==> src/rtl/mem_copy_pkg.sv <==
// Shared types and widths for the memory-copy DMA engine.
package mem_copy_pkg;

  localparam int unsigned ADDR_W = 16;
  localparam int unsigned DATA_W = 16;
  localparam int unsigned LEN_W  = 16;

  // Copy engine phases: idle, read one word, write it back, report completion.
  typedef enum logic [1:0] {
    IDLE = 2'd0,
    RD   = 2'd1,
    WR   = 2'd2,
    FIN  = 2'd3
  } state_e;

endpackage

==> src/rtl/mem_copy_addr_ctr.sv <==
// Word index / committed-word counter and the base+index address adders.
module mem_copy_addr_ctr
  import mem_copy_pkg::*;
#(
  parameter int unsigned AW = ADDR_W,
  parameter int unsigned LW = LEN_W
) (
  input  logic          clk,
  input  logic          rst,
  input  logic          clr_i,
  input  logic          inc_i,
  input  logic [AW-1:0] src_base_i,
  input  logic [AW-1:0] dst_base_i,
  input  logic [LW-1:0] len_i,
  output logic [AW-1:0] src_addr_o,
  output logic [AW-1:0] dst_addr_o,
  output logic          last_o,
  output logic [LW-1:0] count_o
);

  logic [LW-1:0] idx_q;
  logic [LW-1:0] idx_d;
  logic [LW-1:0] idx_inc;

  assign idx_inc = idx_q + LW'(1);

  // Index clears on an accepted start and advances once per committed write.
  always_comb begin
    idx_d = idx_q;
    if (clr_i) begin
      idx_d = '0;
    end else if (inc_i) begin
      idx_d = idx_inc;
    end
  end

  // Index register; doubles as the committed-word count.
  always_ff @(posedge clk or posedge rst) begin
    if (rst) begin
      idx_q <= '0;
    end else begin
      idx_q <= idx_d;
    end
  end

  // Address sums wrap naturally at the address width.
  assign src_addr_o = src_base_i + AW'(idx_q);
  assign dst_addr_o = dst_base_i + AW'(idx_q);
  assign last_o     = (idx_inc == len_i);
  assign count_o    = idx_q;

endmodule

==> src/rtl/mem_copy_dma.sv <==
// Block-copy bus initiator for the data memory: reads LEN words from
// src_base and writes them to dst_base, one word every two cycles.
// Optional feature: define MEM_COPY_CHECKSUM_EN to add a running sum
// of the copied words on the checksum output.
module mem_copy_dma
  import mem_copy_pkg::*;
#(
  parameter int unsigned addressSize = ADDR_W,
  parameter int unsigned dataSize    = DATA_W,
  parameter int unsigned lenSize     = LEN_W
) (
  input  logic                   clk,
  input  logic                   rst,
  input  logic                   start,
  input  logic                   abort,
  input  logic [addressSize-1:0] src_base,
  input  logic [addressSize-1:0] dst_base,
  input  logic [lenSize-1:0]     len,
  input  logic [dataSize-1:0]    readData,
  output logic [addressSize-1:0] address,
  output logic [dataSize-1:0]    writeData,
  output logic                   MemRead,
  output logic                   MemWrite,
  output logic                   busy,
  output logic                   done,
  output logic                   aborted,
`ifdef MEM_COPY_CHECKSUM_EN
  output logic [dataSize-1:0]    checksum,
`endif
  output logic [lenSize-1:0]     count
);

  state_e                 state_q;
  state_e                 state_d;
  logic [addressSize-1:0] src_q;
  logic [addressSize-1:0] dst_q;
  logic [lenSize-1:0]     len_q;
  logic [dataSize-1:0]    data_q;
  logic                   aborted_q;
  logic                   aborted_d;

  logic                   op_cap;
  logic                   data_ld;
  logic                   ctr_inc;
  logic                   ctr_last;
  logic [addressSize-1:0] src_addr;
  logic [addressSize-1:0] dst_addr;
  logic [lenSize-1:0]     ctr_count;

  mem_copy_addr_ctr #(
    .AW(addressSize),
    .LW(lenSize)
  ) u_addr_ctr (
    .clk       (clk),
    .rst       (rst),
    .clr_i     (op_cap),
    .inc_i     (ctr_inc),
    .src_base_i(src_q),
    .dst_base_i(dst_q),
    .len_i     (len_q),
    .src_addr_o(src_addr),
    .dst_addr_o(dst_addr),
    .last_o    (ctr_last),
    .count_o   (ctr_count)
  );

  // State register.
  always_ff @(posedge clk or posedge rst) begin
    if (rst) begin
      state_q <= IDLE;
    end else begin
      state_q <= state_d;
    end
  end

  // Next-state and control decode; abort overrides every transition while busy.
  always_comb begin
    state_d   = state_q;
    op_cap    = 1'b0;
    data_ld   = 1'b0;
    ctr_inc   = 1'b0;
    aborted_d = 1'b0;
    case (state_q)
      IDLE: begin
        if (start) begin
          op_cap  = 1'b1;
          state_d = (len == '0) ? FIN : RD;
        end
      end
      RD: begin
        if (abort) begin
          state_d   = IDLE;
          aborted_d = 1'b1;
        end else begin
          data_ld = 1'b1;
          state_d = WR;
        end
      end
      WR: begin
        // The write commits on this edge even when aborting, so count it.
        ctr_inc = 1'b1;
        if (abort) begin
          state_d   = IDLE;
          aborted_d = 1'b1;
        end else if (ctr_last) begin
          state_d = FIN;
        end else begin
          state_d = RD;
        end
      end
      FIN: begin
        state_d = IDLE;
      end
      default: begin
        state_d = IDLE;
      end
    endcase
  end

  // Operand capture, word buffer and abort pulse.
  always_ff @(posedge clk or posedge rst) begin
    if (rst) begin
      src_q     <= '0;
      dst_q     <= '0;
      len_q     <= '0;
      data_q    <= '0;
      aborted_q <= 1'b0;
    end else begin
      if (op_cap) begin
        src_q <= src_base;
        dst_q <= dst_base;
        len_q <= len;
      end
      if (data_ld) begin
        data_q <= readData;
      end
      aborted_q <= aborted_d;
    end
  end

  // Bus and status outputs decoded from registered state and counters only.
  always_comb begin
    address   = '0;
    writeData = '0;
    MemRead   = 1'b0;
    MemWrite  = 1'b0;
    case (state_q)
      RD: begin
        MemRead = 1'b1;
        address = src_addr;
      end
      WR: begin
        MemWrite  = 1'b1;
        address   = dst_addr;
        writeData = data_q;
      end
      default: begin
        MemRead = 1'b0;
      end
    endcase
  end

  assign busy    = (state_q == RD) || (state_q == WR);
  assign done    = (state_q == FIN);
  assign aborted = aborted_q;
  assign count   = ctr_count;

`ifdef MEM_COPY_CHECKSUM_EN
  logic [dataSize-1:0] csum_q;

  // Running sum of every committed word, restarted by each accepted start.
  always_ff @(posedge clk or posedge rst) begin
    if (rst) begin
      csum_q <= '0;
    end else if (op_cap) begin
      csum_q <= '0;
    end else if (ctr_inc) begin
      csum_q <= csum_q + data_q;
    end
  end

  assign checksum = csum_q;
`endif

endmodule

==> config.mk <==
export PLATFORM = sky130hd
export DESIGN_NAME = mem_copy_dma
export DESIGN_NICKNAME = d
export VERILOG_FILES = /design/src/rtl/mem_copy_pkg.sv /design/src/rtl/mem_copy_addr_ctr.sv /design/src/rtl/mem_copy_dma.sv
export SDC_FILE = /design/constraint.sdc
export NUM_CORES = 1
export LEC_CHECK = 0
export ABC_CLOCK_PERIOD_IN_PS = 6200
export CAP_MARGIN = 20
export CORE_MARGIN = 3
export CORE_UTILIZATION = 46
export CTS_BUF_LIST = sky130_fd_sc_hd__clkbuf_4
export DETAILED_ROUTE_END_ITERATION = 10
export PLACE_DENSITY = 0.75
export SETUP_SLACK_MARGIN = 0.15
export SLEW_MARGIN = 15
export SYNTH_ARGS = -nofsm -noshare
export SYNTH_HDL_FRONTEND = slang
export SYNTH_SLANG_ARGS = --single-unit
==> constraint.sdc <==
create_clock -name clk -period 6.2 [get_ports clk]
set_input_delay 1.55 -clock clk [delete_from_list [all_inputs] [get_ports clk]]
set_output_delay 1.55 -clock clk [all_outputs]
set_load 0.005 [all_outputs]
; Yosys cells after proc, flatten, opt, wreduce, memory -nomap -nowiden
; Index checks and enable logic that the tools add are counted.
[classes]
add_sub_neg = 3
eq_ne = 5
mux = 18
n_reduce_logical = 5
[op_table]
columns = op, n
row1 = 16-bit 2-to-1 mux, 3
row2 = 16-bit adder, 2
row3 = 16-bit case mux with 2 select lines, 1
row4 = 16-bit by 1-bit adder with 16-bit output (second input constant), 1
row5 = 16-bit == test, 1
row6 = 16-bit logical NOT, 1
row7 = 2-bit 2-to-1 mux, 5
row8 = 1-bit 2-to-1 mux, 8
row9 = 2-bit case mux with 4 select lines, 1
row10 = 2-bit == test (second input constant), 2
row11 = 2-bit by 1-bit == test with 1-bit output (second input constant), 1
row12 = 2-bit logical NOT, 1
row13 = 2-bit inequality test (second input constant), 1
row14 = 2-bit nonzero test, 1
row15 = 2-bit OR reduction, 1
row16 = 1-bit logical OR, 1
[totals]
regBits = 83
inputBits = 68
out_inout_bits = 53
word_cells = 38

; Depth between registers and ports, before layout
[depth]
depth_word = 5
ltp_mapped = 14
ltp_nobuf = 13

; Modules after synthesis
; A second synthesis with hierarchy kept.
[unflattened]
cells_unflattened = 546
hier_area_um2 = 5575.3
[modules_own_cells]
columns = mod, n_inst, cells_per_inst, area_each_um2, seq_area_each_um2
row1 = mem_copy_dma, 1, 217, 2970.3, 1676.6
row2 = mem_copy_addr_ctr, 1, 329, 2605.0, 400.4

; Worst setup path before layout
; OpenSTA, ideal clock, no wires.
[synth_timing]
path_kind = flip-flop to output port
startpoint = reg state_q[0]
endpoint = out address[8]
t_arrival_ns = 3.095
required_ns = 4.650
path_slack_ns = 1.555
path_stages_with_launch = 15
n_path_buf = 1
path_cell_list = dfrtp_1 inv_1 ha_1 buf_1 mux2_2 ha_1 inv_1 fa_1 nor2b_1 o21a_1 o21ai_0 a21oi_1 o21a_1 o21a_1 nor3_1
[synth_between]
elab_chain_cells = 2
[synth_rtl]
columns = item, line
row1 = from (decl), mem_copy_dma.sv:33  ; state_e state_q;
row2 = from (signal assigned), mem_copy_dma.sv:72  ; state_q <= state_d;
row3 = 2-bit == test or 2-bit by 1-bit == test with 1-bit output (tied branches), mem_copy_dma.sv:147  ; case (state_q)
row4 = 16-bit case mux with 2 select lines *, mem_copy_dma.sv:147
row5 = to (decl), mem_copy_dma.sv:20  ; output logic [addressSize-1:0] address,
; Every way passes the cells marked *; elsewhere a longest branch is shown, timed or not.

; Worst setup path in the final report
[layout_timing]
startpoint = reg state_q[0]
endpoint = out address[14]
; Same word-level chain as after synthesis.

==> impl_metrics.tcl <==
set metrics [dict create \
    preCtsSetupSlack_ns 0.751 \
    p_leak_nw 2.92 \
    power_density_nw_per_um2 381 \
    synth_warnings 0 \
    final-instance-count-excl-fill 808 \
    avgSynthCellArea_um2 8.83 \
    outcome "complete, no violations" \
    peakVddDrop_uv 257 \
    grt_use_met1_pct 29.1 \
    cts_setup_buffers 0 \
    slew_viol_final 0 \
    start_util_pct 47.4 \
    met2_usage_pct 36.6 \
    synth_top_area_share_pct 42.3 \
    via_per_inst 5.26 \
    cts_resized 0 \
    place_area_um2 6210 \
    finalCritPeriodShare_pct 92.0 \
    coreArea_um2 10400 \
    clk_pin_slew_worst_paths_ns 0.13 \
    dp.cells 791 \
    drcViolationCount 0 \
    grt-ovfl-total 0 \
    wirelength_mm 12.6 \
    synthToLayoutAreaGrowth_pct 29.6 \
    synth_edf_count 0 \
    ys_seq_area_share_pct 42.3 \
    path_class "flip-flop to output pin" \
    drv_cap 0 \
    drt_first_pass_iters 4 \
    tightest_slew_ns 0.638 \
    synth-async-reset-ratio_pct 100 \
    antenna_found_initial 0 \
    grt_max_degree 84 \
    fin_area_um2 6360 \
    ios 121 \
    fin_ws_ns 0.495 \
    synth_common_cells "nand2_1, dfrtp_1, nor2_1" \
    slowest_delay_ns 0.53 \
    num-fill-cells 915 \
    hold_path.class "flip-flop to flip-flop" \
    min_period_ns 5.71 \
    clock_sinks 83 \
    cts_buffers 9 \
    busiest_layer "met2" \
    clock_latency_ns 0.47 \
    slew_headroom_pct 57.5 \
    crit_required_ns 4.65 \
    clockBufferDepth 2 \
    grt_pass1_wl_mm 20.9 \
    root_buffer "clkbuf_4" \
    io_buffers 120 \
    die_y_um 109 \
    gp_congestion 0.839 \
    worst_setup_path_end_kind "output pin" \
    syn_nets 646 \
    synth_area_leaders "dfrtp_1, nand2_1, mux2_2" \
    synth_cell_types 53 \
    fmax_mhz 175 \
    post_drt_wl_per_cell_um 15.6 \
    hold_buffers 0 \
    arrival_ns 4.16 \
    grt_use_met3_pct 6.46 \
    fin_nets 757 \
    skew_ns 0.0198 \
    h-tree-depth 3 \
    synthFlopType "dfrtp_1" \
    cp-start-kind "flip-flop" \
    cp_slowest_cell "clkdlybuf4s50_1" \
    ys_ff_latch 83 \
    diodes 0 \
    tns_ns 0 \
    synth_area_um2 4910 \
    grt_pass1_vias 4355 \
    postRouteAntennaNets 0 \
    yosys.area.top_type "dfrtp_1" \
    hold_viol 0 \
    vias 4254 \
    setup_viol 0 \
    rsz0062_at_grt "no" \
    drive_above_1_share_pct 9.23 \
    row_count 37 \
    synth.most_common_cell "nand2_1" \
    grt_use_total_pct 22.5 \
    path_cells "inv_1 > ha_2 > buf_4 > mux2_2 > ha_1 > o21ai_0 > or2_2 > a211oi_1 > o21bai_1 > nand3_1 > nor3b_1 > clkdlybuf4s50_1" \
    die_w_um 109 \
    synthCells 556 \
    dpl.hpwl_mm 9.27 \
    die-area_um2 12000 \
    drtIter0Drc 261 \
    tritoncts "built" \
    crit_path_max_fanout 32 \
]
==> worst paths after layout <==
| check | depth (start not counted) | end | slack [ns] | from |
|---|---|---|---|---|
| setup / recovery | 12 | address[14] | 0.49 | state_q[0] |
| hold / removal | 2 | dst_q[7] | 0.49 | dst_q[7] |
| setup reg to reg | 10 | state_q[1] | 3.16 | state_q[0] |
| hold reg to reg | 2 | dst_q[7] | 0.49 | dst_q[7] |
| max in group asynchronous | 4 | dst_q[9] | 4.19 | rst |
| min in group asynchronous | 3 | data_q[5] | 1.40 | rst |
==> cell families after synthesis <==
family | synth area share (%)
AND/OR/NAND/NOR | 24.9
flip-flops | 42.3
AO/OA/AOI/OAI | 8.71
XOR/XNOR | 7.13
buffers and inverters | 3.03
multiplexers | 7.95
adder cells (fa/ha/maj) | 5.96
==> per-layer routing <==
metal	share of wire (%)	wire, um
met1	43	5460
met2	48	6000
met3	7.0	883
met4	2.1	267
met5	0	0
==> final cells by class <==
| cell class | count | area [um^2] | area share [%] |
|---|---|---|---|
| inverter | 12 | 46.3 | 0.728 |
| multi-input combinational | 436 | 2690 | 42.3 |
| timing repair buffer | 125 | 1260 | 19.8 |
| clock inverter | 7 | 52.6 | 0.826 |
| sequential | 83 | 2080 | 32.6 |
| clock buffer | 9 | 67.6 | 1.06 |
| tap | 136 | 170 | 2.67 |
==> power by group <==
part           total [W]  switching, W  internal (W)
sequential      0.000903      0.000147      0.000757
clock           0.000281      0.000198     0.0000830
combinational    0.00124      0.000605      0.000636
==> registers in the layout, indices dropped and copies added (netlist names) <==
register,flops
data_q,16
dst_q,16
len_q,16
src_q,16
u_addr_ctr.count_o,16
state_q,2
aborted,1
==> worst max-delay path: cells and delay by family (launching register included) <==
kind	cells	cell delay [ns]
buf+inv	3	1.05
fa+ha+maj	2	0.76
simple gates	3	0.54
compound gates	3	0.52
flops	1	0.42
mux	1	0.39
==> cell usage in the layout, fill, tap and decap left out, types with 4 or more instances in the layout <==
| cell | instances |
|---|---|
| nor2b_1 | 5 |
| nand3_1 | 12 |
| mux2_2 | 32 |
| clkdlybuf4s50_1 | 120 |
| a21oi_1 | 18 |
| a21o_1 | 6 |
| buf_4 | 4 |
| inv_1 | 11 |
| nor3_1 | 8 |
| a211oi_1 | 5 |
| xor2_1 | 25 |
| and3_1 | 4 |
| ha_1 | 20 |
| nand2_1 | 161 |
| clkinvlp_4 | 4 |
| o21ai_0 | 17 |
| clkbuf_4 | 9 |
| nand4_1 | 4 |
| xnor2_1 | 15 |
| and2_1 | 19 |
| dfrtp_1 | 83 |
| or3_1 | 6 |
| nor2_1 | 33 |
==> per-stage QoR <==
| stage | hold slack, ns | util, % | total power [W] |
|---|---|---|---|
| finish | 0.488 | 61.4 | 0.00243 |
| global route | 0.500 | 61.4 | 0.00265 |
| CTS | 0.493 | 61.1 | 0.00245 |
| detailed placement | 0.459 | 59.9 | 0.00216 |
| global placement | 0.455 | 59.9 | 0.00211 |
| floorplan | 0.440 | - | 0.00166 |
Note: power is estimated with default switching activity, not from simulation.
